`src/rtl/instruction_feeder.sv`:
```
// Instruction feeder: loadable program memory plus PC sequencer that drives the 19-bit
// jericalla instruction bus, inserting NOP bubbles for read-after-write hazards.
module instruction_feeder #(
  parameter int unsigned AW           = 5,
  parameter int unsigned HAZARD_DEPTH = 2,
  parameter logic [18:0] NOP_WORD     = 19'h0,
  parameter logic [15:0] WB_OP_MASK   = 16'hFFFE
) (
  input  logic          clk,
  input  logic          reset,
  input  logic          load_we,
  input  logic [AW-1:0] load_addr,
  input  logic [18:0]   load_data,
  input  logic [AW:0]   prog_len,
  input  logic          start,
  input  logic          halt_req,
  output logic [18:0]   instruction,
  output logic          instr_valid,
  output logic [AW:0]   pc,
  output logic          busy,
  output logic          done,
  output logic [15:0]   stall_count
);

  typedef enum logic [1:0] {S_IDLE, S_RUN, S_DRAIN, S_DONE} state_e;
  typedef struct packed {
    logic       wr;
    logic [4:0] rd;
  } hist_t;

  logic [18:0] mem [2**AW];

  state_e      state_q, state_d;
  hist_t       hist_q [HAZARD_DEPTH];
  hist_t       hist_d [HAZARD_DEPTH];
  logic [AW:0] len_q, len_d;
  logic [AW:0] pc_q, pc_d;
  logic [2:0]  drain_q, drain_d;
  logic [18:0] instr_q, instr_d;
  logic        valid_q, valid_d;
  logic        busy_q, busy_d;
  logic        done_q, done_d;
  logic [15:0] stall_q, stall_d;

  logic [18:0] cand;
  logic        hazard;
  logic        idle_like;

  assign idle_like = (state_q == S_IDLE) || (state_q == S_DONE);
  assign cand      = mem[pc_q[AW-1:0]];

  // History entry for an issued word: only write-back opcodes leave a pending write.
  function automatic hist_t wb_entry(input logic [18:0] w);
    return {WB_OP_MASK[w[18:15]], w[14:10]};
  endfunction

  // NOTE: always_comb uses blocking assignments so later statements see earlier results.
  always_comb begin
    hazard = 1'b0;
    for (int i = 0; i < HAZARD_DEPTH; i++) begin
      if (hist_q[i].wr && ((hist_q[i].rd == cand[9:5]) || (hist_q[i].rd == cand[4:0])))
        hazard = 1'b1;
    end
  end

  always_comb begin
    // NOTE: every variable gets a default up front so no path leaves it unassigned (no latch).
    state_d = state_q;
    len_d   = len_q;
    pc_d    = pc_q;
    drain_d = drain_q;
    instr_d = NOP_WORD;
    valid_d = 1'b0;
    stall_d = stall_q;
    hist_d  = hist_q;

    case (state_q)
      S_IDLE, S_DONE: begin
        if (start) begin
          len_d   = prog_len;
          pc_d    = '0;
          stall_d = '0;
          drain_d = '0;
          for (int i = 0; i < HAZARD_DEPTH; i++) hist_d[i] = '0;
          if (prog_len == '0) begin
            state_d = S_DRAIN;
          end else begin
            instr_d   = mem[0];
            valid_d   = 1'b1;
            pc_d      = (AW+1)'(1);
            hist_d[0] = wb_entry(mem[0]);
            state_d   = (prog_len == (AW+1)'(1)) ? S_DRAIN : S_RUN;
          end
        end
      end
      S_RUN: begin
        hist_d[0] = '0;
        for (int i = 1; i < HAZARD_DEPTH; i++) hist_d[i] = hist_q[i-1];
        if (halt_req) begin
          state_d = S_DRAIN;
          drain_d = '0;
        end else if (hazard) begin
          stall_d = (stall_q == 16'hFFFF) ? stall_q : stall_q + 16'd1;
        end else begin
          instr_d   = cand;
          valid_d   = 1'b1;
          pc_d      = pc_q + (AW+1)'(1);
          hist_d[0] = wb_entry(cand);
          if (pc_q == len_q - (AW+1)'(1)) begin
            state_d = S_DRAIN;
            drain_d = '0;
          end
        end
      end
      S_DRAIN: begin
        hist_d[0] = '0;
        for (int i = 1; i < HAZARD_DEPTH; i++) hist_d[i] = hist_q[i-1];
        if (drain_q == 3'(HAZARD_DEPTH - 1)) state_d = S_DONE;
        else                                 drain_d = drain_q + 3'd1;
      end
      default: state_d = S_IDLE;
    endcase

    busy_d = (state_d == S_RUN) || (state_d == S_DRAIN);
    done_d = (state_d == S_DONE);
  end

  always_ff @(posedge clk or posedge reset) begin
    if (reset) begin
      state_q <= S_IDLE;
      len_q   <= '0;
      pc_q    <= '0;
      drain_q <= '0;
      instr_q <= NOP_WORD;
      valid_q <= 1'b0;
      busy_q  <= 1'b0;
      done_q  <= 1'b0;
      stall_q <= '0;
      for (int i = 0; i < HAZARD_DEPTH; i++) hist_q[i] <= '0;
    end else begin
      state_q <= state_d;
      len_q   <= len_d;
      pc_q    <= pc_d;
      drain_q <= drain_d;
      instr_q <= instr_d;
      valid_q <= valid_d;
      busy_q  <= busy_d;
      done_q  <= done_d;
      stall_q <= stall_d;
      hist_q  <= hist_d;
    end
  end

  // NOTE: program memory is deliberately not reset; a loaded program survives reset.
  always_ff @(posedge clk) begin
    if (load_we && idle_like) mem[load_addr] <= load_data;
  end

  assign instruction = instr_q;
  assign instr_valid = valid_q;
  assign pc          = pc_q;
  assign busy        = busy_q;
  assign done        = done_q;
  assign stall_count = stall_q;

endmodule

```
`config.mk`:
```
export PLATFORM = sky130hd
export DESIGN_NAME = instruction_feeder
export DESIGN_NICKNAME = d
export VERILOG_FILES = /design/src/rtl/instruction_feeder.sv
export SDC_FILE = /design/constraint.sdc
export NUM_CORES = 1
export LEC_CHECK = 0
export CORE_MARGIN = 4
export CORE_UTILIZATION = 65
export CTS_CLUSTER_SIZE = 10
export DETAILED_ROUTE_END_ITERATION = 7
export PLACE_DENSITY = 0.95
export SYNTH_ARGS = -nofsm -noshare
export SYNTH_HDL_FRONTEND = slang
export SYNTH_SLANG_ARGS = --single-unit
```
`constraint.sdc`:
```
create_clock -name clk -period 8 [get_ports clk]
set_input_delay 0.8 -clock clk [delete_from_list [all_inputs] [get_ports clk]]
set_output_delay 0.8 -clock clk [all_outputs]
set_load 0.02 [all_outputs]
```
==> run metrics <==
failing checks design-rule violations; Pwr per Cell Area 322 nW/um^2; total gr overflow 0; Post-synth EDFFs 608; Avg WL per Cell 37.4 um; die width 211 um; Leak Pwr 9.77 nW; Synth area leaders edfxtp_1 68%, mux4_2 13%, dfrtp_1 6.3%, mux2i_1 2.0%, nor2_1 0.76%; TritonCTS buffer count 78; maximum level of the CTS H-tree 3; fin crit share 77.0%; CTS tree yes; Post-CTS Setup Inserts 0; average footprint of a synthesized cell 20.1 sq um; commonest cells in the netlist 608 x edfxtp_1, 154 x mux4_2, 67 x dfrtp_1; Final Skew 0.0321 ns; Slew Limit Headroom 22.7%; Max FO, Critical Path 61; Clock Latency Late Sink 0.63 ns; Required @ worst endpoint 8.52 ns; setup TNS 0 ns; worst vdd ir 0.000213 V; status finished with violations; Fill cells 1964; Top FF cell, synth edfxtp_1; Antenna Cells 0; Total GRT Usage 34.9%; cell taking the most area after synthesis edfxtp_1; clock transition at the registers of the reported paths 0.06 ns; Max Freq 0.162 GHz; clk sinks 675; worst slew pin tran 1.15 ns; Yosys top cell area share 68.1%; crit end category register; Detailed Place HPWL 39000 um; Die ar. 44500 sq um; top-count cell post-synth edfxtp_1; Final WS setup 1.84 ns; initial antenna violation count 1; DRC 5; #FFs+latches synth 675; ys async rst share 9.93%; YS warnings 0; Die Y 211 um; Syn Nets 1379; hold_buf cts 0; multi-input logic area 6660 sq um; synth unique cells 65; fin. max-slew vios 0; row cnt 74; fraction of layout cells with a size suffix above 1 21.5%; wire length of the first global-routing pass 110000 um; minimum clock period 6.16 ns; detailed-route via count 15500; Layout area overhead 14.0%; register area 19900 sq um; MaxCap Viol Count 0; CTS Root Cell clkbuf_16; clk buf depth 3; min-delay worst type register to register; CORE AREA 40800 sq um; RePlAce Congestion 0.932; largest net degree at the start of global routing 68; Mapped Cells 1335; Layout Nets 1490; number of port buffers 78; Power Total 9.83 mW; post-cts sizing count 0; number of routed nets with antenna violations 0; via/cell ratio 7.63; initial drt markers 3130; CP startpoint kind register; critical path type register to register; final WL 75900 um; Setup Viol. Count Final 0; initial core utilization 65.6%; post-synthesis cell area 26800 sq um; crit path DAT 6.68 ns; Final Hold Viols 0; Pre-Repair DR Iteration Count 8; Final Util 74.8%; pre-CTS setup slack 2.41 ns; I/O Pins 79; final hold slack 0.528 ns; vias in the first global route 15900; setup repair after global routing missed its margin false; sequential fraction of the synthesis area 74.4%
[power breakdown]
part	switching, mW	leakage (nW)	internal, mW
sequential	0.256	6.35	4.00
clock	1.40	1.10	1.89
combinational	1.26	2.32	1.03
total	2.92	9.77	6.92
[critical path, stage by stage (launching register included)]
cell	delay, ns
dfrtp_4	1.01
buf_12	0.48
mux4_2	0.59
a211oi_1	0.41
a22o_1	0.43
xnor2_1	0.24
nor4_1	0.16
a32oi_1	0.73
nand2_1	0.61
or3_1	0.90
o21ai_1	0.38
[cells by family (layout without fill, tap and decap cells)]
| family | Yosys count | in the layout | synth area share, % |
|---|---|---|---|
| DFF | 675 | 675 | 74.4 |
| muxes | 215 | 215 | 15.3 |
| and+or+nand+nor | 171 | 171 | 3.10 |
| AOI/OAI and AO/OA | 157 | 157 | 4.31 |
| buffers and inverters | 80 | 244 | 1.62 |
| xor gates and xnor gates | 28 | 28 | 0.915 |
| adders and majority gates | 9 | 9 | 0.420 |
[registers in the layout (all words and copies together) (netlist names)]
register	flops
done	1
pc	6
hist_q	12
instr_valid	1
mem	608
busy	1
len_q	6
stall_count	16
state_q	2
drain_q	3
instruction	19
[path summary, 6_finish.rpt]
kind,slack (ns),startpoint,cells past startpoint,to
hold / removal,0.53,mem[0][0],2,instruction[0]
setup reg to reg,1.84,pc[0],10,instruction[7]
setup / recovery,1.84,pc[0],10,instruction[7]
hold reg to reg,0.53,mem[0][0],2,instruction[0]
max in group asynchronous,6.45,reset,3,pc[1]
min in group asynchronous,0.78,reset,3,instruction[1]
[per-layer routing]
layer  GRT usage [%]  routed length [um]
met5               0                  13
met1            44.9               23900
met4            16.6                4680
met3            12.3               11300
met2            54.2               36100
[through the flow]
stage | cells | area, sq um
global route | 2031 | 30600
detailed placement | 1898 | 28300
global placement | 1898 | 28300
finish | 2031 | 30600
floorplan | 1335 | 26800
CTS | 2031 | 30600
[final cells by class]
| type | count | area share [%] |
|---|---|---|
| Inverter | 14 | 0.176 |
| Tap cell | 532 | 2.18 |
| Clock inverter | 9 | 0.430 |
| Multi-Input combinational cell | 580 | 21.8 |
| Clock buffer | 124 | 7.09 |
| Timing Repair Buffer | 97 | 3.06 |
| Sequential cell | 675 | 65.3 |
[placed cells by master, fill, tap and decap left out, types with 11 or more instances in the layout]
master and instances:
xnor2_1 21, mux4_2 154, clkdlybuf4s50_1 78, dfrtp_1 62
nor3_1 12, nand2_1 43, a21oi_1 18, a211oi_1 11
a22o_1 18, nor2_4 26, clkbuf_1 43, nor2_1 21
buf_4 18, clkbuf_16 79, o21ai_0 24, edfxtp_1 608
nand3_1 12, mux2i_1 53, a22oi_1 19, inv_1 13
Note: power is estimated with default switching activity, not from simulation.
